**src/rtl/dom_rand_pkg.sv**
```systemverilog
// Shared types, constants and width helpers for the DOM randomness source.
// The optional health monitor is enabled with DOM_RAND_HEALTH_EN.
package dom_rand_pkg;

    typedef enum logic [1:0] {
        ST_SEED  = 2'd0,
        ST_WARM  = 2'd1,
        ST_RUN   = 2'd2,
        ST_ERROR = 2'd3
    } dom_rand_state_e;

    localparam int XS_SHL_A = 13;
    localparam int XS_SHR_B = 17;
    localparam int XS_SHL_C = 5;

    // Substituted for an all-zero seed word, which is the xorshift fixed point.
    localparam logic [31:0] ZERO_SEED_SUB = 32'h2545F491;

    function automatic int nb(input int shares, input int foo);
        return (foo == 1 && shares == 2) ? 1 : shares;
    endfunction

    function automatic int rw(input int shares, input int foo);
        return 5 * shares * (shares - 1) + 4 * nb(shares, foo);
    endfunction

    function automatic int nl(input int shares, input int foo);
        return (rw(shares, foo) + 31) / 32;
    endfunction

    function automatic logic [31:0] xs32_step(input logic [31:0] x);
        logic [31:0] y;
        y = x;
        y = y ^ (y << XS_SHL_A);
        y = y ^ (y >> XS_SHR_B);
        y = y ^ (y << XS_SHL_C);
        return y;
    endfunction

endpackage

```
**src/rtl/dom_xorshift32_lane.sv**
```systemverilog
// One 32-bit xorshift32 lane: seed load, single-step advance, and (with
// DOM_RAND_HEALTH_EN) a stuck-advance detector.
module dom_xorshift32_lane
    import dom_rand_pkg::*;
(
    input  logic        clk_i,
    input  logic        rst_i,
    input  logic        load_en_i,
    input  logic [31:0] load_val_i,
    input  logic        adv_en_i,
    output logic [31:0] lane_o,
    output logic        health_err_o
);

    logic [31:0] lane_q;
    logic [31:0] lane_d;
    logic [31:0] adv_val;

    assign adv_val = xs32_step(lane_q);

    always_comb begin
        lane_d = lane_q;
        if (load_en_i) begin
            lane_d = (load_val_i == 32'h0) ? ZERO_SEED_SUB : load_val_i;
        end else if (adv_en_i) begin
            lane_d = adv_val;
        end
    end

    always_ff @(posedge clk_i) begin
        if (rst_i) begin
            lane_q <= 32'h0;
        end else begin
            lane_q <= lane_d;
        end
    end

    assign lane_o = lane_q;

`ifdef DOM_RAND_HEALTH_EN
    // An advance that returns the pre-advance value means the lane is stuck.
    assign health_err_o = adv_en_i && (adv_val == lane_q);
`else
    assign health_err_o = 1'b0;
`endif

endmodule

```
**src/rtl/dom_rand_source.sv**
```systemverilog
// Randomness source for the DOM S-box: NL xorshift32 lanes mapped onto the
// B/Z/Z1/Z2 bundles. Define DOM_RAND_HEALTH_EN to build the stuck-lane monitor.
module dom_rand_source
    import dom_rand_pkg::*;
#(
    parameter int SHARES                   = 2,
    parameter int FIRST_ORDER_OPTIMIZATION = 1,
    parameter int RESEED_INTERVAL          = 1024,
    parameter int WARMUP                   = 4
) (
    input  logic                                        ClkxCI,
    input  logic                                        RstxRI,
    input  logic [31:0]                                 SeedxDI,
    input  logic                                        SeedValidxSI,
    output logic                                        SeedReadyxSO,
    input  logic                                        ReseedxSI,
    output logic                                        RndValidxSO,
    input  logic                                        RndReadyxSI,
    output logic [2*SHARES*(SHARES-1)-1:0]              Z1xDO,
    output logic [2*SHARES*(SHARES-1)-1:0]              Z2xDO,
    output logic [SHARES*(SHARES-1)-1:0]                ZxDO,
    output logic [4*nb(SHARES,FIRST_ORDER_OPTIMIZATION)-1:0] BxDO,
    output logic                                        ErrorxSO
);

    localparam int NB   = nb(SHARES, FIRST_ORDER_OPTIMIZATION);
    localparam int RW   = rw(SHARES, FIRST_ORDER_OPTIMIZATION);
    localparam int NL   = nl(SHARES, FIRST_ORDER_OPTIMIZATION);
    localparam int ZW   = SHARES * (SHARES - 1);
    localparam int WU   = (WARMUP < 1) ? 1 : WARMUP;
    localparam int IDXW = (NL > 1) ? $clog2(NL) : 1;

    // Seed and bundle ports are both valid/ready: a word or bundle moves on
    // a clock edge where valid and ready are high together; valid never
    // depends on ready.
    dom_rand_state_e state_q, state_d;
    logic [IDXW-1:0] idx_q, idx_d;
    logic [31:0]     warm_q, warm_d;
    logic [31:0]     cnt_q, cnt_d;
    logic            seed_ready, rnd_valid;
    logic            seed_fire, rnd_fire;
    logic            load_any, adv_all;
    logic [NL*32-1:0] pool;
    logic [NL-1:0]   lane_hit;

    assign seed_fire = SeedValidxSI & seed_ready;
    assign rnd_fire  = rnd_valid & RndReadyxSI;

`ifdef DOM_RAND_HEALTH_EN
    logic error_q, error_d;
`endif

    always_ff @(posedge ClkxCI) begin
        if (RstxRI) begin
            state_q <= ST_SEED;
            idx_q   <= '0;
            warm_q  <= '0;
            cnt_q   <= '0;
`ifdef DOM_RAND_HEALTH_EN
            error_q <= 1'b0;
`endif
        end else begin
            state_q <= state_d;
            idx_q   <= idx_d;
            warm_q  <= warm_d;
            cnt_q   <= cnt_d;
`ifdef DOM_RAND_HEALTH_EN
            error_q <= error_d;
`endif
        end
    end

    always_comb begin
        state_d  = state_q;
        idx_d    = idx_q;
        warm_d   = warm_q;
        cnt_d    = cnt_q;
        load_any = 1'b0;
        adv_all  = 1'b0;
`ifdef DOM_RAND_HEALTH_EN
        error_d  = error_q;
`endif
        case (state_q)
            ST_SEED: begin
                if (seed_fire) begin
                    load_any = 1'b1;
                    if (idx_q == IDXW'(NL - 1)) begin
                        idx_d   = '0;
                        warm_d  = '0;
                        state_d = ST_WARM;
                    end else begin
                        idx_d = idx_q + IDXW'(1);
                    end
                end
            end
            ST_WARM: begin
                adv_all = 1'b1;
                warm_d  = warm_q + 32'd1;
                if (warm_d == 32'(WU)) begin
                    state_d = ST_RUN;
                    cnt_d   = '0;
                end
            end
            ST_RUN: begin
                if (rnd_fire) begin
                    adv_all = 1'b1;
                    cnt_d   = cnt_q + 32'd1;
                    if (RESEED_INTERVAL != 0 && cnt_d == 32'(RESEED_INTERVAL)) begin
                        state_d = ST_SEED;
                    end
                end
                if (ReseedxSI) begin
                    state_d = ST_SEED;
                end
            end
            default: ;
        endcase
`ifdef DOM_RAND_HEALTH_EN
        if ((state_q == ST_WARM || state_q == ST_RUN) && (|lane_hit)) begin
            error_d = 1'b1;
            state_d = ST_ERROR;
        end
`endif
    end

    always_comb begin
        seed_ready = 1'b0;
        rnd_valid  = 1'b0;
        case (state_q)
            ST_SEED: seed_ready = 1'b1;
            ST_RUN:  rnd_valid  = 1'b1;
            default: ;
        endcase
    end

    assign SeedReadyxSO = seed_ready;
    assign RndValidxSO  = rnd_valid;

`ifdef DOM_RAND_HEALTH_EN
    assign ErrorxSO = error_q;
`else
    assign ErrorxSO = 1'b0;
    logic unused_lane_hit;
    assign unused_lane_hit = |lane_hit;
`endif

    for (genvar g = 0; g < NL; g++) begin : g_lane
        dom_xorshift32_lane u_lane (
            .clk_i        (ClkxCI),
            .rst_i        (RstxRI),
            .load_en_i    (load_any && (idx_q == IDXW'(g))),
            .load_val_i   (SeedxDI),
            .adv_en_i     (adv_all),
            .lane_o       (pool[g*32 +: 32]),
            .health_err_o (lane_hit[g])
        );
    end

    // Bundles are sliced LSB-first straight from the lane registers.
    assign BxDO  = pool[4*NB-1:0];
    assign ZxDO  = pool[4*NB +: ZW];
    assign Z1xDO = pool[4*NB+ZW +: 2*ZW];
    assign Z2xDO = pool[4*NB+3*ZW +: 2*ZW];

    if (NL * 32 > RW) begin : g_pool_tail
        logic unused_pool_tail;
        assign unused_pool_tail = ^pool[NL*32-1:RW];
    end

endmodule

```
**config.mk**
```make
export PLATFORM = sky130hd
export DESIGN_NAME = dom_rand_source
export DESIGN_NICKNAME = d
export VERILOG_FILES = /design/src/rtl/dom_rand_pkg.sv /design/src/rtl/dom_xorshift32_lane.sv /design/src/rtl/dom_rand_source.sv
export SDC_FILE = /design/constraint.sdc
export NUM_CORES = 1
export LEC_CHECK = 0
export ABC_AREA = 1
export BUFFER_PORTS_ARGS = -buffer_cell sky130_fd_sc_hd__buf_2
export CAP_MARGIN = 30
export CORE_MARGIN = 2
export CORE_UTILIZATION = 31
export DETAILED_ROUTE_END_ITERATION = 8
export PLACE_DENSITY = 0.45
export SKIP_LAST_GASP = 1
export SYNTH_ARGS = -nofsm -noshare
export SYNTH_HDL_FRONTEND = slang
export SYNTH_SLANG_ARGS = --single-unit
```
**constraint.sdc**
```tcl
create_clock -name ClkxCI -period 2.9 [get_ports ClkxCI]
set_input_delay 0.435 -clock ClkxCI [delete_from_list [all_inputs] [get_ports ClkxCI]]
set_output_delay 0.435 -clock ClkxCI [all_outputs]
set_load 0.01 [all_outputs]
```
==> results of run 1 <==
worst max-delay path: cells and delay by family (launching register included):
family	cells	cell delay, ns
simple gates	14	1.38
flops	1	0.38
fa+ha+maj	1	0.22
buf+inv	1	0.22
compound gates	1	0.21
power by group:
part | switching, µW | internal [µW]
combinational | 2600 | 1760
clock | 627 | 636
sequential | 539 | 1770
final timing paths:
path | from | end | slack [ns] | depth (start not counted)
worst max-delay path | warm_q[0]$_SDFFE_PP0P_ | cnt_q[1]$_SDFFE_PP0P_ | 0.38 | 17
worst min-delay path | SeedxDI[11] | g_lane[0].u_lane.lane_o[11]$_SDFFE_PP0P_ | 0.35 | 3
worst max register to register | warm_q[0]$_SDFFE_PP0P_ | cnt_q[1]$_SDFFE_PP0P_ | 0.38 | 17
worst min register to register | warm_q[31]$_SDFFE_PP0P_ | warm_q[31]$_SDFFE_PP0P_ | 0.49 | 2
routing by layer:
metal	vias to the layer above	global-route usage	part of all wire
li1	3792	-	-
met4	0	0.0349	0.0071
met3	14	0.0297	0.034
met1	3164	0.261	0.51
met2	136	0.298	0.45
met5	-	0	0
layout make-up:
cell class,count,area (µm²)
Fill cell,2586,14700
Multi-Input combinational cell,963,4610
Clock inverter,6,65.1
Inverter,75,282
Sequential cell,98,1960
Tap cell,285,357
Timing Repair Buffer,70,440
Clock buffer,10,239
Yosys cell counts, types with 15 or more instances:
cell type	count	area share
nand2_1	439	0.23
nor2_1	197	0.10
dfxtp_1	98	0.27
inv_1	75	0.039
a21oi_1	60	0.042
o21ai_0	46	0.032
xnor2_1	43	0.053
clkbuf_1	31	0.016
nand3_1	31	0.022
nand3b_1	26	0.027
xor2_1	19	0.023
buf_4	15	0.016
nor2_2	15	0.013
stage by stage:
stage                     total power (µW)  setup slack (ns)
after detailed placement              6740             0.246
after floorplan                       5720             0.626
after global routing                  8760            0.0680
final                                 7940             0.377
after CTS                             8050             0.229
after global placement                6690             0.260
kinds of logic after synthesis:
| family | share of synthesized area |
|---|---|
| AO/OA/AOI/OAI | 0.108 |
| XOR/XNOR | 0.0760 |
| adder cells (fa/ha/maj) | 0.0140 |
| buffers and inverters | 0.0814 |
| flip-flops | 0.275 |
| other | 0.000525 |
| AND/OR/NAND/NOR | 0.445 |
sequential cells by signal, indices dropped and copies added (netlist names):
name                  flops
g_lane.u_lane.lane_o     32
warm_q                   32
cnt_q                    32
state_q                   2
layout by cell type (no fill, tap or decap), types with 7 or more instances in the layout:
cell and n:
nor2_2 16, nor2_4 8, nor2_1 196, inv_1 74
ha_1 7, dfxtp_1 96, nor4_1 8, buf_2 52
nand3b_1 26, o31ai_1 13, o21ai_0 46, clkbuf_16 9
nand3_1 31, xor2_1 19, buf_4 15, nand4_1 13
xnor2_1 43, nand2_1 439, a21oi_1 59, a211oi_1 11
==> impl_metrics.env, run 1 <==
export IMPL_yosysSeqAreaShare=0.275
export IMPL_clk_latency_ns=0.37
export IMPL_rsz0062_at_grt="no"
export IMPL_worst_hold_path_type="input port to register"
export IMPL_clock_path_buffers=2
export IMPL_coreArea_um2=22600
export IMPL_pin_count=54
export IMPL_synthesis_nets=1233
export IMPL_cp_slowest_cell="dfxtp_2"
export IMPL_startpoint_type="register"
export IMPL_drt_iter0_drc=387
export IMPL_grtUsageTotal=0.184
export IMPL_grt_max_degree=47
export IMPL_grt_pass1_vias=6794
export IMPL_p_leak_uw=0.00317
export IMPL_synth_edff_count=0
export IMPL_synth_main_ff_cell="dfxtp_1"
export IMPL_cts_sinks=98
export IMPL_postCtsSetupRepairBufs=0
export IMPL_die_x_um=156
export IMPL_wl_per_cell_um=14.1
export IMPL_grt_overflow=0
export IMPL_die_h_um=156
export IMPL_crit_path_end_kind="register"
export IMPL_viasPerCell=4.72
export IMPL_dp_cells=1491
export IMPL_async_flop_share=0
export IMPL_clk_pin_slew_worst_paths_ns=0.08
export IMPL_final_antenna_net_count=0
export IMPL_hold_slack_ns=0.348
export IMPL_vias=7106
export IMPL_skew_ns=0.0151
export IMPL_cts_resized=0
export IMPL_antenna_diode_count=0
export IMPL_grt_pass1_wl_mm=35.6
export IMPL_place_area_um2=7640
export IMPL_crit_type="register to register"
export IMPL_path_common_cell="nand2_1"
export IMPL_worstMarginPinSlew_ns=0.599
export IMPL_yosys_warnings=0
export IMPL_layoutNonFillerInstCount=1507
export IMPL_ys_ff_latch=98
export IMPL_numCtsBuffers=9
export IMPL_layout_nets=1262
export IMPL_routed_wirelength_mm=21.3
export IMPL_post_route_drc_count=0
export IMPL_maxCapViolations=0
export IMPL_port_buffers=52
export IMPL_finalInstanceArea_um2=7960
export IMPL_worst_ep_required_time_ns=3.15
export IMPL_die_area_um2=24300
export IMPL_area_growth_pct=11.4
export IMPL_ir_drop_mv=0.487
export IMPL_cts_root_buf="clkbuf_16"
export IMPL_syn_avg_cell_area_um2=6.01
export IMPL_synth_cell_types=32
export IMPL_slew_viol_final=0
export IMPL_finalCoreUtilization=0.351
export IMPL_layout_drive_gt1_share=0.108
export IMPL_antenna_found_initial=0
export IMPL_critPathMaxStageDelay_ns=0.38
export IMPL_syn_cell_area_um2=7140
export IMPL_start_util=0.316
export IMPL_cts_hold_buf=0
export IMPL_dp_hpwl_mm=16.2
export IMPL_setup_violations=0
export IMPL_powerDensity_nw_per_um2=998
export IMPL_drtPass1Iterations=5
export IMPL_max_slew_margin=0.600
export IMPL_arrival_ns=2.77
export IMPL_tns_ns=0
export IMPL_min_period_ns=2.52
export IMPL_cts_max_level=3
export IMPL_rows=55
export IMPL_cts_tree="yes"
export IMPL_fmax_ghz=0.396
export IMPL_gp_congestion=0.876
export IMPL_hold_viol=0
export IMPL_worstPathMaxFanout=32
export IMPL_cp_cell_sequence="ha_2, nand2_2, nor2_4, nand2_2, nor2_4, nand2_1, nand2_1, nand2_1, nor2_1, nand2_1, nor2_2, nand3_2, a21oi_4, buf_12, nand2_1, nand2_1, nor2_2"
export IMPL_fin_crit_sh=0.870
export IMPL_syn_inst=1188
export IMPL_status="completed"
Power figures use the tool's default switching activity.
==> run 2: changes to the inputs <==
--- a/config.mk
+++ b/config.mk
@@ -6,12 +6,15 @@
 export NUM_CORES = 1
 export LEC_CHECK = 0
 export ABC_AREA = 1
+export ABC_CLOCK_PERIOD_IN_PS = 2900
 export BUFFER_PORTS_ARGS = -buffer_cell sky130_fd_sc_hd__buf_2
 export CAP_MARGIN = 30
+export CELL_PAD_IN_SITES_DETAIL_PLACEMENT = 0
+export CELL_PAD_IN_SITES_GLOBAL_PLACEMENT = 1
 export CORE_MARGIN = 2
 export CORE_UTILIZATION = 31
 export DETAILED_ROUTE_END_ITERATION = 8
-export PLACE_DENSITY = 0.45
+export PLACE_DENSITY = 0.6
 export SKIP_LAST_GASP = 1
 export SYNTH_ARGS = -nofsm -noshare
 export SYNTH_HDL_FRONTEND = slang
==> constraint.sdc (replaced) <==
create_clock -name ClkxCI -period 2.9 [get_ports ClkxCI]
set_input_delay 0.58 -clock ClkxCI [delete_from_list [all_inputs] [get_ports ClkxCI]]
set_output_delay 0.58 -clock ClkxCI [all_outputs]
set_load 0.01 [all_outputs]
==> run 2 against run 1 <==
  * Utilization rose by 0.41 points
  * Worst setup slack got worse by 0.081 ns
  * Wire length increased by 5.3%
  * Sequential power barely moved
  * Clock skew shrank 0.0025 ns
  * Critical path type unchanged
  * Register-to-register slack lost 0.08 ns
  * Largest power group unchanged
  * Cell area increased by 1.2%
  * Count of clock-buffer cells in the layout fell by 1
  * Global-route usage hardly changed
==> impl_metrics.env, run 2 (same netlist as run 1, synthesis figures left out) <==
export IMPL_routed_wirelength_mm=22.4
export IMPL_powerDensity_nw_per_um2=1020
export IMPL_start_util=0.316
export IMPL_grt_overflow=0
export IMPL_fin_crit_sh=0.898
export IMPL_worst_hold_path_type="register to register"
export IMPL_numCtsBuffers=9
export IMPL_clk_latency_ns=0.36
export IMPL_n_fill_cell=2573
export IMPL_post_route_drc_count=0
export IMPL_port_buffers=52
export IMPL_arrival_ns=2.90
export IMPL_crit_type="register to register"
export IMPL_wl_per_cell_um=14.8
export IMPL_maxCapViolations=0
export IMPL_cts_root_buf="clkbuf_16"
export IMPL_die_x_um=156
export IMPL_cts_hold_buf=0
export IMPL_antenna_found_initial=0
export IMPL_setup_violations=0
export IMPL_tns_ns=0
export IMPL_crit_path_end_kind="register"
export IMPL_worstMarginPinSlew_ns=1.01
export IMPL_rows=55
export IMPL_multi_input_area_um2=4610
export IMPL_p_leak_uw=0.00321
export IMPL_grt_pass1_vias=6732
export IMPL_startpoint_type="register"
export IMPL_antenna_diode_count=0
export IMPL_skew_ns=0.0125
export IMPL_status="completed"
export IMPL_clk_pin_slew_worst_paths_ns=0.08
export IMPL_viasPerCell=4.74
export IMPL_ir_drop_mv=0.418
export IMPL_dp_hpwl_mm=16.3
export IMPL_die_h_um=156
export IMPL_cp_slowest_cell="dfxtp_2"
export IMPL_final_antenna_net_count=0
export IMPL_worstPathMaxFanout=16
export IMPL_worst_ep_required_time_ns=3.20
export IMPL_crit_buf_inv=2
export IMPL_path_common_cell="nand2_1"
export IMPL_pin_count=54
export IMPL_clock_path_buffers=2
export IMPL_vias=7165
export IMPL_slew_viol_final=0
export IMPL_die_area_um2=24300
export IMPL_cp_cell_sequence="ha_2, nand2_2, nor2_4, nand2_2, nor2_4, nand2_1, nand2_1, nand2_1, nor2_1, nand2_1, nor2_2, nand3_2, a21oi_4, buf_12, buf_6, nor2_1, nor2_1"
export IMPL_grt_pass1_wl_mm=35.6
export IMPL_critPathMaxStageDelay_ns=0.39
export IMPL_grt_max_degree=65
export IMPL_regArea_um2=1960
export IMPL_crit_family="simple AND/OR/NAND/NOR gates"
export IMPL_min_period_ns=2.60
export IMPL_cts_max_level=3
export IMPL_drtPass1Iterations=7
export IMPL_max_slew_margin=0.325
export IMPL_drt_iter0_drc=469
export IMPL_cts_tree="yes"
export IMPL_mostFrequentLayoutCells="nand2_1, nor2_1, dfxtp_1"
export IMPL_layout_commonest_cell="nand2_1"
export IMPL_coreArea_um2=22600
export IMPL_rsz0062_at_grt="no"
export IMPL_setup_slack_ns=0.296
export IMPL_dp_slack_ns=0.256
export IMPL_hold_viol=0
export IMPL_layout_nets=1267
export IMPL_gp_congestion=0.786
export IMPL_layout_drive_gt1_share=0.112
export IMPL_area_growth_pct=12.7
export IMPL_cts_sinks=98
export IMPL_grtUsageTotal=0.184
export IMPL_fmax_ghz=0.384
## run 2: layout make-up
type / instances / share of cell area
Clock buffer: 9 / 0.0280
Clock inverter: 7 / 0.00948
Inverter: 75 / 0.0350
Multi-Input combinational cell: 963 / 0.573
Sequential cell: 98 / 0.244
Tap cell: 285 / 0.0443
Timing Repair Buffer: 75 / 0.0662
## run 2: final timing paths
check	start	depth (start not counted)	end	slack, ns
max	warm_q[0]$_SDFFE_PP0P_	17	cnt_q[20]$_SDFFE_PP0P_	0.30
min	warm_q[31]$_SDFFE_PP0P_	2	warm_q[31]$_SDFFE_PP0P_	0.48
max reg2reg	warm_q[0]$_SDFFE_PP0P_	17	cnt_q[20]$_SDFFE_PP0P_	0.30
min reg2reg	warm_q[31]$_SDFFE_PP0P_	2	warm_q[31]$_SDFFE_PP0P_	0.48
## run 2: timing repair
action                     4_1_cts  5_1_grt
setup endpoints to repair        0       32
setup buffers                    0        1
gates resized for setup          0        4
## run 2: where the power goes
| group | switching [µW] | internal (µW) | total (µW) |
|---|---|---|---|
| logic | 2720 | 1890 | 4610 |
| registers | 535 | 1770 | 2310 |
| clock network | 608 | 677 | 1280 |
| total | 3870 | 4340 | 8200 |
## run 2: through the flow
stage	total power (µW)	util	instances	hold slack, ns	instance area [µm²]
5_1_grt	9010	0.355	1512	0.522	8050
6_report	8200	0.355	1512	0.478	8050
3_3_place_gp	6690	0.336	1490	0.470	7620
2_1_floorplan	5720	-	1188	0.453	7140
4_1_cts	8040	0.351	1507	0.486	7950
3_5_place_dp	6720	0.338	1491	0.474	7640
## run 2: worst min-delay path, delay by kind of cell, from the launching register on
kind | cells | cell delay [ns]
DFF | 1 | 0.32
AOI/OAI and AO/OA | 1 | 0.05
and+or+nand+nor | 1 | 0.06
## run 2: metal layers
layer | part of all wire | global-route usage
met2 | 0.46 | 0.299
met4 | 0.011 | 0.0489
met1 | 0.50 | 0.260
met5 | 0 | 0
met3 | 0.030 | 0.0192
==> run 3: changes to the inputs <==
--- a/config.mk
+++ b/config.mk
@@ -13,9 +13,11 @@
 export CELL_PAD_IN_SITES_GLOBAL_PLACEMENT = 1
 export CORE_MARGIN = 2
 export CORE_UTILIZATION = 31
+export CTS_BUF_LIST = sky130_fd_sc_hd__clkbuf_16
 export DETAILED_ROUTE_END_ITERATION = 8
-export PLACE_DENSITY = 0.6
+export PLACE_DENSITY = 0.61
 export SKIP_LAST_GASP = 1
 export SYNTH_ARGS = -nofsm -noshare
 export SYNTH_HDL_FRONTEND = slang
+export SYNTH_HIERARCHICAL = 1
 export SYNTH_SLANG_ARGS = --single-unit
==> run 3 against run 2 <==
  * Die area grew 2.4%
  * Critical path type unchanged
  * Clock power grew 10%
  * Largest cell class unchanged
  * Utilization grew 0.18 points
  * Synthesized cell count grew 8.8%
  * Worst setup slack is essentially flat
  * Wire length grew 3.1%
  * Critical path depth is the same
  * Area after synthesis grew 2.5%
==> impl_metrics.env, run 3 <==
export IMPL_clk_latency_ns=0.35
export IMPL_dp_slack_ns=0.190
export IMPL_min_from="warm_q[31]$_SDFFE_PP0P_"
export IMPL_rsz0062_at_grt="no"
export IMPL_die_h_um=158
export IMPL_worst_hold_path_type="register to register"
export IMPL_coreArea_um2=23300
export IMPL_layout_commonest_cell="nand2_1"
export IMPL_clk_pin_slew_worst_paths_ns=0.07
export IMPL_slew_viol_final=0
export IMPL_post_route_drc_count=0
export IMPL_grt_overflow=0
export IMPL_r2r_end="cnt_q[0]$_SDFFE_PP0P_"
export IMPL_syn_avg_cell_area_um2=5.67
export IMPL_min_period_ns=2.60
export IMPL_start_util=0.314
export IMPL_cts_tree="yes"
export IMPL_fmax_ghz=0.384
export IMPL_crit_type="register to register"
export IMPL_mostFrequentLayoutCells="nand2_1, nor2_1, inv_1"
export IMPL_wl_per_cell_um=13.9
export IMPL_routed_wirelength_mm=23.1
export IMPL_port_buffers=52
export IMPL_grt_pass1_vias=7164
export IMPL_internal_power_uw=4040
export IMPL_max_slew_margin=0.436
export IMPL_cts_root_buf="clkbuf_16"
export IMPL_r2r_start="warm_q[0]$_SDFFE_PP0P_"
export IMPL_ir_drop_mv=0.427
export IMPL_numCtsBuffers=9
export IMPL_yosys_warnings=6
export IMPL_cts_sinks=98
export IMPL_switchingPower_uw=3740
export IMPL_power_uw=7780
export IMPL_setup_violations=0
export IMPL_crit_path_end_kind="register"
export IMPL_dp_hpwl_mm=17.1
export IMPL_p_sw_frac=0.481
export IMPL_clkPwrFrac=0.181
export IMPL_drtPass1Iterations=5
export IMPL_pwr_share_seq=0.294
export IMPL_layout_drive_gt1_share=0.101
export IMPL_synthesis_nets=1337
export IMPL_min_to="warm_q[31]$_SDFFE_PP0P_"
export IMPL_setup_slack_ns=0.296
export IMPL_layout_nets=1383
export IMPL_fin_crit_sh=0.898
export IMPL_antenna_found_initial=0
export IMPL_arrival_ns=2.85
export IMPL_reg2reg_depth=17
export IMPL_worst_ep_required_time_ns=3.15
export IMPL_grt_max_degree=41
export IMPL_viasPerCell=4.58
export IMPL_rows=56
export IMPL_dp_cells=1644
export IMPL_timing_reg2reg_setup_slack_ns=0.30
export IMPL_hold_viol=0
export IMPL_p_leak_uw=0.00364
export IMPL_syn_inst=1292
export IMPL_startpoint_type="register"
export IMPL_maxCapViolations=0
export IMPL_cts_max_level=3
export IMPL_gp_congestion=0.802
export IMPL_drt_iter0_drc=390
export IMPL_area_growth_pct=13.9
export IMPL_die_area_um2=24900
export IMPL_hold_path_depth=2
export IMPL_clock_path_buffers=2
export IMPL_final_antenna_net_count=0
export IMPL_die_x_um=158
export IMPL_grtUsageTotal=0.188
export IMPL_p_comb_frac=0.525
export IMPL_tns_ns=0
export IMPL_layoutNonFillerInstCount=1661
export IMPL_pin_count=54
export IMPL_antenna_diode_count=0
export IMPL_skew_ns=0.00873
export IMPL_worstPathMaxFanout=23
export IMPL_syn_cell_area_um2=7320
export IMPL_status="completed"
export IMPL_powerDensity_nw_per_um2=933
export IMPL_vias=7613
export IMPL_worstMarginPinSlew_ns=0.845
export IMPL_grt_pass1_wl_mm=37.1
## run 3: cell types whose count changed in the layout (fill, tap and decap cells not counted), moves of 13 or more
cell | previous run | this run
nand3_1 | 30 | 62
o31ai_1 | 13 | 0
xnor2_1 | 43 | 16
inv_1 | 74 | 119
nand2_1 | 439 | 530
## run 3: timing repair
item / 4_1_cts / 5_1_grt
gates resized for setup: 0 / 7
buffers inserted: 0 / 1
endpoints found under the hold margin: 0 / 0
hold buffers: 0 / 0
setup endpoints to repair: 0 / 32
## run 3: layout make-up
cell class	instances	area (µm²)
clock buffers	9	225
clock inverters	6	106
fillers	2652	15000
inverters	130	490
multi-input cells	1029	4700
flip-flops and latches	98	1960
well taps	319	399
repair buffers	70	450
## run 3: worst max path at each step
stage,cells after the start,slack [ns],from,to
floorplan,17,0.64,warm_q[0]$_SDFFE_PP0P_,cnt_q[2]$_SDFFE_PP0P_
global placement,17,0.25,warm_q[0]$_SDFFE_PP0P_,cnt_q[31]$_SDFFE_PP0P_
detailed placement,17,0.19,warm_q[0]$_SDFFE_PP0P_,cnt_q[20]$_SDFFE_PP0P_
CTS,17,0.18,warm_q[0]$_SDFFE_PP0P_,cnt_q[23]$_SDFFE_PP0P_
global route,18,0.02,warm_q[0]$_SDFFE_PP0P_,cnt_q[14]$_SDFFE_PP0P_
finish,17,0.30,warm_q[0]$_SDFFE_PP0P_,cnt_q[0]$_SDFFE_PP0P_
## run 3: layer usage
metal  vias up  global-route usage  wire [µm]
met1      3381               0.253      11600
met3        19              0.0241        783
met2       114               0.321      10500
met4         0              0.0420        283
li1       4099                   -          -
met5         -                   0          0
## run 3: power by group through the flow
stage / clock [µW] / combinational, µW / sequential (µW)
after floorplan: 0 / 3010 / 2190
after CTS: 1460 / 4000 / 2290
after global routing: 1500 / 4690 / 2360
final: 1410 / 4080 / 2290
after global placement: 0 / 3980 / 2310
after detailed placement: 0 / 3980 / 2320
## run 3: through the flow
stage	hold slack, ns	utilization	area (µm²)
after floorplan	0.445	-	7320
after detailed placement	0.472	0.340	7940
after CTS	0.477	0.354	8270
final	0.481	0.357	8340
after global routing	0.501	0.357	8340
after global placement	0.468	0.340	7940
## run 3: critical path, stage by stage (launching register included)
cell	delay, ns
dfxtp_1	0.40
ha_1	0.20
nand2_1	0.09
nor2_4	0.18
nand2_2	0.14
nor2_4	0.17
nand2_1	0.06
nand2_1	0.05
nand2_1	0.06
nor2_1	0.10
nand2_1	0.08
nor2_1	0.15
nand3_2	0.14
a21oi_4	0.19
buf_12	0.14
buf_12	0.15
o21a_1	0.13
nor2_1	0.04
